### config.mk
export PLATFORM = sky130hd
export DESIGN_NAME = udp_vlg_rx_mp
export DESIGN_NICKNAME = d
export VERILOG_FILES = /design/src/rtl/udp_vlg_rx_mp.sv
export SDC_FILE = /design/constraint.sdc
export NUM_CORES = 1
export LEC_CHECK = 0
export ABC_AREA = 1
export BUFFER_PORTS_ARGS = -buffer_cell sky130_fd_sc_hd__buf_2
export CAP_MARGIN = 15
export CORE_MARGIN = 1.5
export CORE_UTILIZATION = 35
export DETAILED_ROUTE_END_ITERATION = 10
export SLEW_MARGIN = 25
export SYNTH_ARGS = -nofsm -noshare
export SYNTH_HDL_FRONTEND = slang
export SYNTH_SLANG_ARGS = --single-unit
### constraint.sdc
create_clock -name i_clk -period 23.8 [get_ports i_clk]
set_input_delay 1.19 -clock i_clk [delete_from_list [all_inputs] [get_ports i_clk]]
set_output_delay 1.19 -clock i_clk [all_outputs]
set_load 0.05 [all_outputs]
### src/rtl/udp_vlg_rx_mp.sv
// Multi-port UDP receiver: parses the 8-byte UDP header, matches the destination port
// against a runtime table, checks length and (optionally) the checksum, then forwards payload.
// Latency: 1 cycle from input byte to output byte. No backpressure: bytes are accepted every valid cycle.
// Ports:
//   i_clk/i_rst                 clock, synchronous active-high reset
//   i_dev_ip                    local IPv4 address (pseudo-header destination)
//   i_port_tbl/i_port_en        listening port table (entry i at [16*i+:16]) and per-entry enable
//   i_rx_*                      IPv4 payload byte stream and per-datagram IPv4 attributes
//   o_udp_*                     payload byte stream, channel index and header fields
//   o_drop_cnt                  saturating count of dropped datagrams
module udp_vlg_rx_mp #(
  parameter  int N_PORTS  = 4,
  parameter  int CHSUM_EN = 1,
  parameter  int CNT_W    = 16,
  localparam int CH_W     = (N_PORTS > 1) ? $clog2(N_PORTS) : 1
) (
  input  logic                  i_clk,
  input  logic                  i_rst,
  input  logic [31:0]           i_dev_ip,
  input  logic [16*N_PORTS-1:0] i_port_tbl,
  input  logic [N_PORTS-1:0]    i_port_en,
  input  logic [7:0]            i_rx_d,
  input  logic                  i_rx_v,
  input  logic                  i_rx_sof,
  input  logic                  i_rx_eof,
  input  logic                  i_rx_err,
  input  logic [7:0]            i_rx_proto,
  input  logic [31:0]           i_rx_src_ip,
  input  logic [15:0]           i_rx_payload_len,
  output logic [7:0]            o_udp_d,
  output logic                  o_udp_v,
  output logic                  o_udp_sof,
  output logic                  o_udp_eof,
  output logic                  o_udp_err,
  output logic [CH_W-1:0]       o_udp_ch,
  output logic [15:0]           o_udp_src_port,
  output logic [15:0]           o_udp_dst_port,
  output logic [15:0]           o_udp_len,
  output logic [31:0]           o_udp_src_ip,
  output logic [CNT_W-1:0]      o_drop_cnt
);

  typedef enum logic [1:0] {S_IDLE, S_HDR, S_PAYLOAD, S_DROP} state_t;

  state_t      r_state, w_state_nxt;
  logic [2:0]  r_hdr_cnt;     // index of the next header byte
  logic [15:0] r_src_port, r_dst_port, r_len, r_chk;
  logic [15:0] r_acc;         // ones'-complement sum of completed 16-bit words
  logic [7:0]  r_hi;          // pending high byte of an incomplete word
  logic        r_odd;         // r_hi holds a pending byte
  logic        r_first;       // next payload byte is the first one

  // Ones'-complement 16-bit add with end-around carry; the folded result cannot overflow again.
  function automatic logic [15:0] csum_add(input logic [15:0] a, input logic [15:0] b);
    logic [16:0] s;
    s = {1'b0, a} + {1'b0, b};
    return s[15:0] + {15'd0, s[16]};
  endfunction

  // Port match: lowest enabled entry wins, hence the descending scan.
  logic            w_hit;
  logic [CH_W-1:0] w_idx;
  always_comb begin
    w_hit = 1'b0;
    w_idx = '0;
    for (int i = N_PORTS - 1; i >= 0; i--) begin
      if (i_port_en[i] && (i_port_tbl[16*i +: 16] == r_dst_port)) begin
        w_hit = 1'b1;
        w_idx = CH_W'(i);
      end
    end
  end

  // Final checksum on the eof byte: close the pending word (odd byte padded low), then add the pseudo-header.
  logic [15:0] w_acc_eof, w_final;
  always_comb begin
    w_acc_eof = r_odd ? csum_add(r_acc, {r_hi, i_rx_d}) : csum_add(r_acc, {i_rx_d, 8'h00});
    w_final   = csum_add(w_acc_eof, i_rx_src_ip[31:16]);
    w_final   = csum_add(w_final, i_rx_src_ip[15:0]);
    w_final   = csum_add(w_final, i_dev_ip[31:16]);
    w_final   = csum_add(w_final, i_dev_ip[15:0]);
    w_final   = csum_add(w_final, 16'h0011);
    w_final   = csum_add(w_final, r_len);
  end

  logic w_busy, w_start, w_start_eof, w_abort, w_hdr_byte, w_hdr_short, w_hdr_last;
  logic w_accept, w_hdr_drop, w_pay_byte, w_pay_eof, w_chk_bad, w_drop_inc;

  always_comb begin
    w_busy      = (r_state == S_HDR) || (r_state == S_PAYLOAD);
    w_start     = i_rx_v && i_rx_sof && (i_rx_proto == 8'd17) && !i_rx_err;
    // A one-byte UDP datagram can never hold a header.
    w_start_eof = w_start && i_rx_eof;
    w_abort     = w_busy && (i_rx_err || (i_rx_v && i_rx_sof));
    w_hdr_byte  = (r_state == S_HDR) && i_rx_v && !w_abort;
    w_hdr_short = w_hdr_byte && i_rx_eof && (r_hdr_cnt != 3'd7);
    w_hdr_last  = w_hdr_byte && (r_hdr_cnt == 3'd7);
    w_accept    = w_hdr_last && w_hit && (r_len > 16'd8) && (r_len == i_rx_payload_len) && !i_rx_eof;
    w_hdr_drop  = w_hdr_last && !w_accept;
    w_pay_byte  = (r_state == S_PAYLOAD) && i_rx_v && !w_abort;
    w_pay_eof   = w_pay_byte && i_rx_eof;
    w_chk_bad   = w_pay_eof && (CHSUM_EN != 0) && (r_chk != 16'h0000) && (w_final != 16'hFFFF);
    w_drop_inc  = w_abort || w_hdr_short || w_hdr_drop || w_chk_bad || w_start_eof;
  end

  // Next-state logic
  always_comb begin
    w_state_nxt = r_state;
    case (r_state)
      S_IDLE: begin
        if (w_start && !w_start_eof) w_state_nxt = S_HDR;
      end
      S_HDR: begin
        if (w_abort)           w_state_nxt = (w_start && !w_start_eof) ? S_HDR : S_IDLE;
        else if (w_hdr_short)  w_state_nxt = S_IDLE;
        else if (w_accept)     w_state_nxt = S_PAYLOAD;
        else if (w_hdr_drop)   w_state_nxt = i_rx_eof ? S_IDLE : S_DROP;
      end
      S_PAYLOAD: begin
        if (w_abort)           w_state_nxt = (w_start && !w_start_eof) ? S_HDR : S_IDLE;
        else if (w_pay_eof)    w_state_nxt = S_IDLE;
      end
      S_DROP: begin
        // A fresh sof restarts parsing; the dropped datagram is already counted.
        if (i_rx_v && i_rx_sof) w_state_nxt = (w_start && !w_start_eof) ? S_HDR : S_IDLE;
        else if (i_rx_err)      w_state_nxt = S_IDLE;
        else if (i_rx_v && i_rx_eof) w_state_nxt = S_IDLE;
      end
      default: w_state_nxt = S_IDLE;
    endcase
  end

  always_ff @(posedge i_clk) begin
    if (i_rst) begin
      r_state    <= S_IDLE;
      r_hdr_cnt  <= '0;
      r_src_port <= '0;
      r_dst_port <= '0;
      r_len      <= '0;
      r_chk      <= '0;
      r_acc      <= '0;
      r_hi       <= '0;
      r_odd      <= 1'b0;
      r_first    <= 1'b0;
      o_udp_d        <= '0;
      o_udp_v        <= 1'b0;
      o_udp_sof      <= 1'b0;
      o_udp_eof      <= 1'b0;
      o_udp_err      <= 1'b0;
      o_udp_ch       <= '0;
      o_udp_src_port <= '0;
      o_udp_dst_port <= '0;
      o_udp_len      <= '0;
      o_udp_src_ip   <= '0;
      o_drop_cnt     <= '0;
    end else begin
      r_state   <= w_state_nxt;
      o_udp_v   <= 1'b0;
      o_udp_sof <= 1'b0;
      o_udp_eof <= 1'b0;
      o_udp_err <= 1'b0;

      if (w_start) begin
        r_hdr_cnt         <= 3'd1;
        r_src_port[15:8]  <= i_rx_d;
        r_acc             <= '0;
        r_hi              <= i_rx_d;
        r_odd             <= 1'b1;
        r_first           <= 1'b1;
      end else if (w_hdr_byte || w_pay_byte) begin
        if (r_odd) r_acc <= csum_add(r_acc, {r_hi, i_rx_d});
        else       r_hi  <= i_rx_d;
        r_odd <= ~r_odd;
      end

      if (w_hdr_byte) begin
        r_hdr_cnt <= r_hdr_cnt + 3'd1;
        case (r_hdr_cnt)
          3'd1: r_src_port[7:0]  <= i_rx_d;
          3'd2: r_dst_port[15:8] <= i_rx_d;
          3'd3: r_dst_port[7:0]  <= i_rx_d;
          3'd4: r_len[15:8]      <= i_rx_d;
          3'd5: r_len[7:0]       <= i_rx_d;
          3'd6: r_chk[15:8]      <= i_rx_d;
          default: r_chk[7:0]    <= i_rx_d;
        endcase
      end

      if (w_accept) begin
        o_udp_ch       <= w_idx;
        o_udp_src_port <= r_src_port;
        o_udp_dst_port <= r_dst_port;
        o_udp_len      <= r_len;
        o_udp_src_ip   <= i_rx_src_ip;
      end

      if (w_pay_byte) begin
        o_udp_v   <= 1'b1;
        o_udp_d   <= i_rx_d;
        o_udp_sof <= r_first;
        o_udp_eof <= i_rx_eof;
        o_udp_err <= w_chk_bad;
        r_first   <= 1'b0;
      end

      // Aborted payload: a data-less eof/err marker tells the consumer to discard what it has.
      if (w_abort && (r_state == S_PAYLOAD)) begin
        o_udp_eof <= 1'b1;
        o_udp_err <= 1'b1;
      end

      if (w_drop_inc && (o_drop_cnt != {CNT_W{1'b1}})) o_drop_cnt <= o_drop_cnt + 1'b1;
    end
  end

endmodule

# Word level (Yosys, flattened, before mapping)
# Cells that the tools add are included.
# totals
register_bits,205
input_bits,170
output_inout_bits,110
elab_cells,163
# classes
add_sub_neg,18
magnitude_cmp,1
n_eq_ne,24
mux,34
bitwise,3
reduce_logical,58
# ops
op,n
adder 16 x 1 -> 16 bit,8
adder 16 x 16 -> 17 bit,7
equality test 16 bit,5
inequality test 16 bit (second input constant),2
2-to-1 mux 2 bit,15
logical AND 1 bit,28
2-to-1 mux 8 bit,3
AND reduction 2 bit,9
adder 16 x 5 -> 17 bit (second input constant),1
adder 16 x 1 -> 16 bit (second input constant),1
> comparator 16 x 4 -> 1 bit (second input constant),1
2-to-1 mux 16 bit,1
nonzero test 16 bit,1
equality test 3 bit (second input constant),4
2-to-1 mux 1 bit,12
equality test 8 x 5 -> 1 bit (second input constant),1
one-hot mux 2 bit (4 select lines),1
logical OR 1 bit,7
equality test 3 x 2 -> 1 bit (second input constant),2
2-to-1 mux 3 bit,2
inequality test 3 bit (second input constant),2
OR reduction 2 bit,3
OR reduction 6 bit,1
logical NOT 1 bit,5
other kinds (12),16

# Logic depth before layout (Yosys ltp)
# Gate-level depths: netlist (run 1).
# logic_depth
depth_word,20
depth_mapped,147
mapped_depth_nobuf,146

# Least setup slack after synthesis (run 1)
# No wires, ideal clock.
# synth_timing
path_type,input-to-reg
startpoint,input port i_rx_d[0]
endpoint,register o_drop_cnt[9]
setup_time_ps,70
arrival_ps,17876
required_time_ps,23730
slack_ps,5853
cell_stages,132
path_buffers,1
path_cell_list,ha_1 > inv_1 > fa_1 > nand3b_1 > nand2_1 > a21oi_1 > o41ai_1 > a21oi_1 > o21bai_1 > ha_1 > nand3_1 > nor4_1 > xor2_1 > o22ai_1 > ha_1 > inv_1 > o21ai_0 > a21oi_1 > (+96 left out) > ha_1 > ha_1 > nand2_1 > nand4_1 > nor2_1 > nand3_1 > nor2_1 > nand3_1 > nor2_1 > nand2_1 > nor2_1 > nand3_1 > nand2_2 > nand2_4 > nand2_2 > buf_6 > nand2_1 > a21oi_1
# synth_via
elab_chain_cells,20
word_cells_on_any_way,22
cone_classes,add/sub: 16; eq/ne: 1; mux: 1; reduce/logical: 4
# synth_rtl
element,line,rtl
"start, declared",22,"input logic [7:0] i_rx_d,"
adder 16 x 16 -> 17 bit,56,"s = {1'b0, a} + {1'b0, b};"
adder 16 x 1 -> 16 bit,57,"return s[15:0] + {15'd0, s[16]};"
2-to-1 mux 16 bit *,77,"w_acc_eof = r_odd ? csum_add(r_acc, {r_hi, i_rx_d}) : csum_add(r_acc, {i_rx_d, 8'h00});"
adder 16 x 16 -> 17 bit *,56,
adder 16 x 1 -> 16 bit *,57,
adder 16 x 16 -> 17 bit *,56,
adder 16 x 1 -> 16 bit *,57,
adder 16 x 16 -> 17 bit *,56,
(+3 left out),--,
adder 16 x 5 -> 17 bit *,56,
adder 16 x 1 -> 16 bit *,57,
adder 16 x 16 -> 17 bit *,56,
adder 16 x 1 -> 16 bit *,57,
inequality test 16 bit *,102,w_chk_bad = w_pay_eof && (CHSUM_EN != 0) && (r_chk != 16'h0000) && (w_final != 16'hFFFF);
logical AND 1 bit *,102,
logical OR 1 bit * (2 in a row),103,w_drop_inc = w_abort || w_hdr_short || w_hdr_drop || w_chk_bad || w_start_eof;
logical AND 1 bit *,212,if (w_drop_inc && (o_drop_cnt != {CNT_W{1'b1}})) o_drop_cnt <= o_drop_cnt + 1'b1;
"end signal, assigned",212,
"end, declared",40,output logic [CNT_W-1:0] o_drop_cnt
# Mark *: on every way between the ends. The rest lies on a longest branch, timed or not.
# A chain may end at the register's enable or synchronous reset.

# Worst setup path in the final report (run 1)
# layout_timing
startpoint,input port i_rx_d[1]
endpoint,register o_drop_cnt[4]
# The elaborated chain is that of the path after synthesis.

==> flow_summary.toml, run 1 <==
[synth]
postSynthCellCount = 2713
syn_avg_cell_area_sq_um = 6.38
ys_types = 51
synth-main-ff-cell = "dfxtp_1"
synth_area_leaders = "dfxtp_1 24%, nand2_1 11%, ha_1 9.8%"
synth.most_common_cell = "nand2_1"
yosys.area.top_type = "dfxtp_1"
ys_async_sr_fraction_pct = 0
synth_area_sq_um = 17300
synthTopCellsByCount = "499 x nand2_1, 389 x nor2_1, 366 x inv_1, 205 x dfxtp_1, 204 x o21ai_0"
mappedNetlistNets = 3026
synth-seq-cells = 205
yosys_warnings = 0
synth-seq-area-share_pct = 23.7
synth_edf_count = 0
yosysTopAreaCellShare_pct = 23.7

[routing]
first_pass_iters = 7
wl_per_cell_um = 15.4
drtIter0Drc = 1036
dr.max_layer_used = "met4"
wl_met1_um = 26100
dr_wl_met3_um = 2120
drt-total-wl_um = 56000
vias = 17833
met2_wirelength_um = 26400
via_per_inst = 4.90
drc = 0
antenna_left = 0

[sta]
post-route-period-util_pct = 85.9
hold_violations = 0
finalClockSkew_ns = 0.0168
max_freq_mhz = 48.9
slew_violations = 0
timing.final.crit_period_ns = 20.45
setup_violations = 0
worstMarginPinSlew_ns = 1.01
max-slew-margin-rel_pct = 32.8
tns_ns = 0
rsz0062_at_grt = "false"
worst_slack_ns = 3.35

[setup_path]
path_max_fanout = 19
crit_path_frequent_cell = "nand2_1"
cp_data_required_time_ns = 24.28
endpoint_kind = "register"
cpMaxStageDelayCell = "nor4_1"
cp-start-kind = "primary input"
cpPeakStageDelay_ns = 0.61
critPathArrivalTime_ns = 20.94
path_class = "in -> reg"

[status]
status = "finished clean"

[clocking]
holdBufCountCts = 0
post-cts-setup-buffers = 0
h-tree-depth = 1
cts-buffers-inserted = 25
path_clk_slew_ns = 0.06
cts-root-buf = "clkbuf_16"
clk_latency_ns = 0.56
cts_resized = 0
clock_sinks = 205
cts.path.max_buffers = 3
cts_tree = "yes"

[floorplan]
chipWidth_um = 225
ios = 280
start_util_pct = 35.4
fp.dieH_um = 225
row_count = 81
core-area_sq_um = 48800
die-area_sq_um = 50800

[place]
gp_congestion = 0.928
pre_cts_slack_ns = 2.79
io_buffer_count = 279
placed_area_sq_um = 19300
hpwl_um = 43700

[finish]
area_growth_pct = 16.6
drive_above_1_share_pct = 13.7
nets = 3271
final_area_sq_um = 20200

[global_routing]
grt_pass1_wl_um = 87800
grt_use_total_pct = 21.5
grt_max_degree = 108
antenna_found_initial = 1
grt_pass1_vias = 16579
grt.overflow.total = 0

[run]
drv_cap = 0

[min_path]
hp-class = "reg -> reg"
placed cells by master, fill, tap and decap left out, drive strengths merged, types with 13 or more instances in the layout:
| cell | synthesis | layout |
|---|---|---|
| nor2 | 404 | 404 |
| buf | 14 | 286 |
| or2 | 15 | 15 |
| clkbuf | 54 | 31 |
| dfxtp | 205 | 205 |
| o21bai | 13 | 13 |
| inv | 375 | 377 |
| a21oi | 184 | 184 |
| ha | 136 | 136 |
| xor2 | 108 | 108 |
| nand4 | 67 | 67 |
| nand3 | 171 | 171 |
| nand2 | 529 | 529 |
| xnor2 | 65 | 65 |
| nor3 | 52 | 52 |
| nor4 | 16 | 16 |
| o21ai | 218 | 218 |
worst max-delay path: cells and delay by family:
kind                     cells  cell delay [ns]
XOR/XNOR                     5             0.86
buffers and inverters       11             1.13
AND/OR/NAND/NOR             70             8.13
adder cells (fa/ha/maj)     18             4.74
AO/OA/AOI/OAI               29             4.86
stage by stage:
stage	util [%]	hold WS, ns	std cells
floorplan	-	0.416	2713
global placement	39.5	0.434	3595
detailed placement	39.5	0.436	3595
CTS	41.3	0.445	3637
global route	41.3	0.471	3638
finish	41.3	0.446	3638
path summary, 6_finish.rpt:
path	from	cells past startpoint	endpoint	slack, ns
worst max register to register	r_acc[0]	133	o_drop_cnt[4]	4.03
worst min register to register	r_chk[11]	2	r_chk[11]	0.45
worst min-delay path	r_chk[11]	2	r_chk[11]	0.45
worst max-delay path	i_rx_d[1]	133	o_drop_cnt[4]	3.35
final cells by class:
type                       count  area, sq um
clock buffer                  31          688
tap                          664          831
sequential                   205         4100
inverter                     379         1430
timing repair buffer         286         1450
multi-input combinational   2061        11500
fill                        5340        28700
clock inverter                11          178
antenna                        1         2.50
registers in the layout, summed over array words and instances, names as in the netlist, 2 cells and up:
name / cells
r_state: 2
r_dst_port: 16
o_udp_ch: 2
o_drop_cnt: 16
r_hi: 8
o_udp_src_ip: 32
r_len: 16
r_acc: 16
o_udp_src_port: 16
r_src_port: 16
o_udp_len: 16
o_udp_d: 8
r_chk: 16
o_udp_dst_port: 16
r_hdr_cnt: 3
routing by layer:
layer | up-vias | track usage, %
met4 | 0 | 5.95
met5 | - | 0
met2 | 416 | 37.2
met1 | 7967 | 28.5
met3 | 78 | 1.92
li1 | 9372 | -
cells by family (layout without fill, tap and decap cells):
group	after synthesis	after routing	synth area share, %
simple gates	1274	1274	32.2
compound gates	471	471	14.7
buf+inv	447	707	9.89
flops	205	205	23.7
xor+xnor	173	173	8.76
fa+ha+maj	143	143	10.6
other cells	0	1	0
Power of run 1 is left out: the tool's default activity adds up to more than one toggle a clock period on the data nets, which glitch-free logic cannot reach.
==> inputs of run 2 (changes only) <==
Settings changed: ABC_AREA 1 to unset, GPL_TIMING_DRIVEN set to 0, SKIP_CTS_REPAIR_TIMING set to 1.
==> flow_summary.toml, run 2 <==
[synth]
yosysTopAreaCellShare_pct = 25.9
synth_area_sq_um = 15900
synth_area_leaders = "dfxtp_1 26%, ha_1 11%, mux2i_1 8.1%"
synthTopCellsByCount = "245 x nor2_1, 205 x dfxtp_1, 145 x xnor2_1, 138 x a21oi_1, 136 x ha_1"
synth-seq-area-share_pct = 25.9
ys_types = 86
synth-main-ff-cell = "dfxtp_1"
muxShareOfSynthArea_pct = 8.78
synth-xor-area-share_pct = 14.8
synthSimpleGateAreaFrac_pct = 21.3
yosys_warnings = 0
postSynthCellCount = 1921
synth_edf_count = 0
synth_top_family_by_area = "simple AND/OR/NAND/NOR gates"
ys_async_sr_fraction_pct = 0
synth_compound_area_share_pct = 14.4
yosys.area.top_type = "dfxtp_1"
syn_avg_cell_area_sq_um = 8.26
mappedNetlistNets = 2234
synth.most_common_cell = "nor2_1"
synth-seq-cells = 205
synth-adder-area-share_pct = 11.7

[finish]
drive_above_1_share_pct = 16.9
final_common_cell = "buf_2"
final_core_util_pct = 42.8
area_growth_pct = 20.1
regMostFlops = "o_udp_src_ip"
nets = 2543
layout_common_cells = "279 x buf_2, 245 x nor2_1, 205 x dfxtp_1"
fin_cells = 2841
largest_register_ffs = 32
antenna_cells = 0

[routing]
drc = 0
wl_per_cell_um = 16.9
drtIter0Drc = 778
drt-total-wl_um = 48000
via_per_inst = 5.23
first_pass_iters = 5
vias = 14863
antenna_left = 0

[pwr]
p_leak_nw = 8.98
ir_worst_vdd_mv = 0.104
cellPowerDensity_nw_per_um2 = 133
total_power_mw = 2.54

[sta]
finalClockSkew_ns = 0.0167
worstMarginPinSlew_ns = 0.937
rsz0062_at_grt = "false"
post-route-period-util_pct = 93.2
timing.final.crit_period_ns = 22.18
max_freq_mhz = 45.1
hold_violations = 0
setup_violations = 0
max-slew-margin-rel_pct = 37.1
tns_ns = 0
slew_violations = 0
timing.hold.ws_ns = 0.467

[clocking]
path_clk_slew_ns = 0.06
clk_latency_ns = 0.55
cts.path.max_buffers = 3
cts-root-buf = "clkbuf_16"
h-tree-depth = 1
cts-buffers-inserted = 26
clock_sinks = 205
cts_tree = "yes"

[place]
io_buffer_count = 278
hpwl_um = 38000
place.detailed.instances = 2791
gp_congestion = 0.914

[global_routing]
grt.overflow.total = 0
grt_pass1_vias = 14349
grt_pass1_wl_um = 75200
grt_max_degree = 14
antenna_found_initial = 0
grt_use_total_pct = 19.9

[setup_path]
path_class = "in -> reg"
critPathBufInv = 3
cp-start-kind = "primary input"
cpPeakStageDelay_ns = 0.55
critPathArrivalTime_ns = 22.61
reg2reg_setup_slack_ns = 2.20
worstReg2RegEnd = "o_drop_cnt[5]"
path_max_fanout = 9
endpoint_kind = "register"
cpMaxStageDelayCell = "or4b_1"
r2r_cells = 107
worst-path-stages = 107
r2r-start = "r_acc[0]"
crit_family = "compound AO/OA/AOI/OAI gates"
crit_path_frequent_cell = "ha_1"
cp_data_required_time_ns = 24.23

[min_path]
min_path_cells = 2
min_from = "r_src_port[6]"
hp-class = "reg -> reg"
min_to = "r_src_port[6]"

[floorplan]
row_count = 77
die-area_sq_um = 46600
ios = 280
chipWidth_um = 216
fp.dieH_um = 216
start_util_pct = 35.6
core-area_sq_um = 44500

[run]
drv_cap = 0

[status]
status = "finished clean"
run 2: cell count changes after synthesis, moves of 44 or more:
| cell | delta |
|---|---|
| nand2_1 | -376 |
| mux2i_1 | +129 |
| o21ai_0 | -166 |
| xnor2_1 | +80 |
| inv_1 | -319 |
| nand3_1 | -81 |
| nor2_1 | -144 |
| a21oi_1 | -44 |
run 2: routing by layer:
metal | vias up | track usage [%] | share of wire, %
li1 | 7436 | - | -
met1 | 7004 | 25.8 | 45
met2 | 355 | 34.7 | 48
met3 | 68 | 2.21 | 4.6
met4 | 0 | 5.92 | 2.7
met5 | - | 0 | 0
run 2: worst max path at each step:
stage                   start        endpoint  slack, ns
floorplan           i_rx_d[0]  o_drop_cnt[10]       3.69
global placement    i_rx_d[1]  o_drop_cnt[10]       0.35
detailed placement  i_rx_d[1]  o_drop_cnt[10]       0.01
CTS                 i_rx_d[1]  o_drop_cnt[10]       0.49
global route        i_rx_d[1]   o_drop_cnt[5]       0.05
finish              i_rx_d[1]   o_drop_cnt[5]       1.62
run 2: area by class of cell:
| class | instances | area [sq um] |
|---|---|---|
| fillers | 4524 | 25500 |
| multi-input cells | 1586 | 11300 |
| flip-flops and latches | 205 | 4100 |
| repair buffers | 283 | 1430 |
| well taps | 592 | 741 |
| clock buffers | 32 | 693 |
| plain buffers | 81 | 308 |
| clock inverters | 15 | 246 |
| inverters | 47 | 180 |
run 2: kinds of logic (layout without fill, tap and decap cells):
logic type | after synthesis | count (layout)
flops | 205 | 205
mux | 138 | 138
xor+xnor | 266 | 266
fa+ha+maj | 144 | 144
simple gates | 692 | 692
compound gates | 346 | 346
buf+inv | 130 | 458
run 2: stage by stage:
step / setup WS [ns] / instance area, sq um
after CTS: 0.486 / 18900
after floorplan: 3.69 / 15900
after global routing: 0.0494 / 19000
after global placement: 0.354 / 18000
final: 1.62 / 19000
after detailed placement: 0.0135 / 18000
run 2: power breakdown:
part           internal, mW  leakage, nW  switching (mW)
registers             0.343         1.65        0.000193
clock network         0.272        0.459           0.159
logic                 0.723         6.87            1.04
total                  1.34         8.98            1.20
run 2: tightest hold or removal path: cells and delay by family, from the launching register on:
family          cells  cell delay (ns)
simple gates        1             0.05
flops               1             0.31
compound gates      1             0.06
Power figures use the tool's default switching activity.
==> inputs of run 3 (changes only) <==
Settings changed: CTS_BUF_LIST set to sky130_fd_sc_hd__clkbuf_4 sky130_fd_sc_hd__clkbuf_8 sky130_fd_sc_hd__clkbuf_16.
==> flow_summary.toml, run 3 (synthesized netlist as in run 2, its figures left out) <==
[routing]
drt-total-wl_um = 48100
drtIter0Drc = 800
via_per_inst = 5.25
first_pass_iters = 5
wl_per_cell_um = 16.9
vias = 14903
antenna_left = 0
drc = 0

[finish]
regArea_sq_um = 4100
n_fill_cell = 4523
final_area_sq_um = 19100
area_growth_pct = 20.2
fin_cells = 2841
regMostFlops = "o_udp_src_ip"
nets = 2543
multi_input_area_sq_um = 11300
antenna_cells = 0
final_common_cell = "buf_2"
largest_register_ffs = 32
drive_above_1_share_pct = 17.1
final_core_util_pct = 42.8
layout_common_cells = "279 x buf_2, 245 x nor2_1, 205 x dfxtp_1"

[floorplan]
start_util_pct = 35.6
ios = 280
core-area_sq_um = 44500
row_count = 77
fp.dieH_um = 216
die-area_sq_um = 46600
chipWidth_um = 216

[setup_path]
endpoint_kind = "register"
path_max_fanout = 9
cpPeakStageDelay_ns = 0.55
cpMaxStageDelayCell = "or4b_1"
critPathArrivalTime_ns = 22.58
path_class = "in -> reg"
r2r-start = "r_acc[0]"
reg2reg_setup_slack_ns = 2.22
cp-startpoint = "i_rx_d[1]"
r2r_cells = 107
worstReg2RegEnd = "o_drop_cnt[5]"
cp_data_required_time_ns = 24.23
crit_path_frequent_cell = "ha_1"
cp-start-kind = "primary input"

[min_path]
min_to = "r_src_port[6]"
min_path_cells = 2
min_from = "r_src_port[6]"
hp-class = "reg -> reg"

[pwr]
seqPwrFrac_pct = 13.5
ir_worst_vdd_mv = 0.104
p_int_mw = 1.34
total_power_mw = 2.54
p_sw_mw = 1.20
p_comb_share_pct = 69.3
cellPowerDensity_nw_per_um2 = 133
clkPwrFrac_pct = 17.2
switching_share_pct = 47.1
p_leak_nw = 8.99

[run]
drv_cap = 0

[clocking]
clk_latency_ns = 0.55
cts.path.max_buffers = 3
cts_tree = "yes"
h-tree-depth = 1
cts-buffers-inserted = 26
cts-root-buf = "clkbuf_16"
path_clk_slew_ns = 0.06
clock_sinks = 205

[global_routing]
grt_use_total_pct = 19.9
grt_max_degree = 14
grt_pass1_vias = 14379
grt.overflow.total = 0
grt_pass1_wl_um = 75300
antenna_found_initial = 0

[place]
place.detailed.instances = 2791
hpwl_um = 38000
io_buffer_count = 278
placed_area_sq_um = 18000
gp_congestion = 0.914

[sta]
max-slew-margin-rel_pct = 35.1
worstMarginPinSlew_ns = 0.966
slew_violations = 0
setup_violations = 0
timing.final.crit_period_ns = 22.15
tns_ns = 0
finalClockSkew_ns = 0.0170
rsz0062_at_grt = "false"
hold_violations = 0
post-route-period-util_pct = 93.1
max_freq_mhz = 45.1

[status]
status = "finished clean"
[run 3: changes by cell type in the layout (fill, tap and decap cells not counted)]
cell and change:
clkbuf_4 +4, clkbuf_1 -4
[run 3: worst max-delay path by stage]
stage | slack [ns] | cells after the start | endpoint
2_1_floorplan | 3.69 | 107 | o_drop_cnt[10]
3_3_place_gp | 0.35 | 109 | o_drop_cnt[10]
3_5_place_dp | 0.01 | 109 | o_drop_cnt[10]
4_1_cts | 0.48 | 109 | o_drop_cnt[10]
5_1_grt | 0.05 | 108 | o_drop_cnt[5]
6_report | 1.65 | 107 | o_drop_cnt[5]
[run 3: area by class of cell]
class,count,share of cell area (%)
Clock inverter,15,1.29
Inverter,47,0.945
Tap cell,592,3.89
Clock buffer,32,3.72
Multi-Input combinational cell,1586,59.5
Timing Repair Buffer,283,7.51
Sequential cell,205,21.5
Buffer,81,1.61
[run 3: routing by layer]
metal	GRT usage [%]	vias to the layer above	part of all wire, %
li1	-	7446	-
met1	25.7	7011	45
met2	34.8	375	48
met3	2.21	71	4.7
met4	5.85	0	2.7
met5	0	-	0
[run 3: per-stage QoR]
step,hold slack (ns),worst slack (ns)
global route,0.485,0.0489
detailed placement,0.450,0.0135
global placement,0.443,0.354
finish,0.467,1.65
floorplan,0.425,3.69
CTS,0.463,0.484
[run 3: power groups by stage]
stage	logic (mW)	clock network (mW)	registers (mW)
after global routing	1.94	0.462	0.343
after detailed placement	1.71	0	0.351
after CTS	1.72	0.447	0.344
final	1.76	0.436	0.344
after floorplan	1.38	0	0.351
after global placement	1.67	0	0.351
[run 3: critical path, delay by kind of cell]
family	cells	cell delay [ns]
AOI/OAI and AO/OA	47	8.44
and+or+nand+nor	34	6.07
adders and majority gates	17	4.96
buffers and inverters	3	0.67
muxes	2	0.64
xor gates and xnor gates	4	0.55
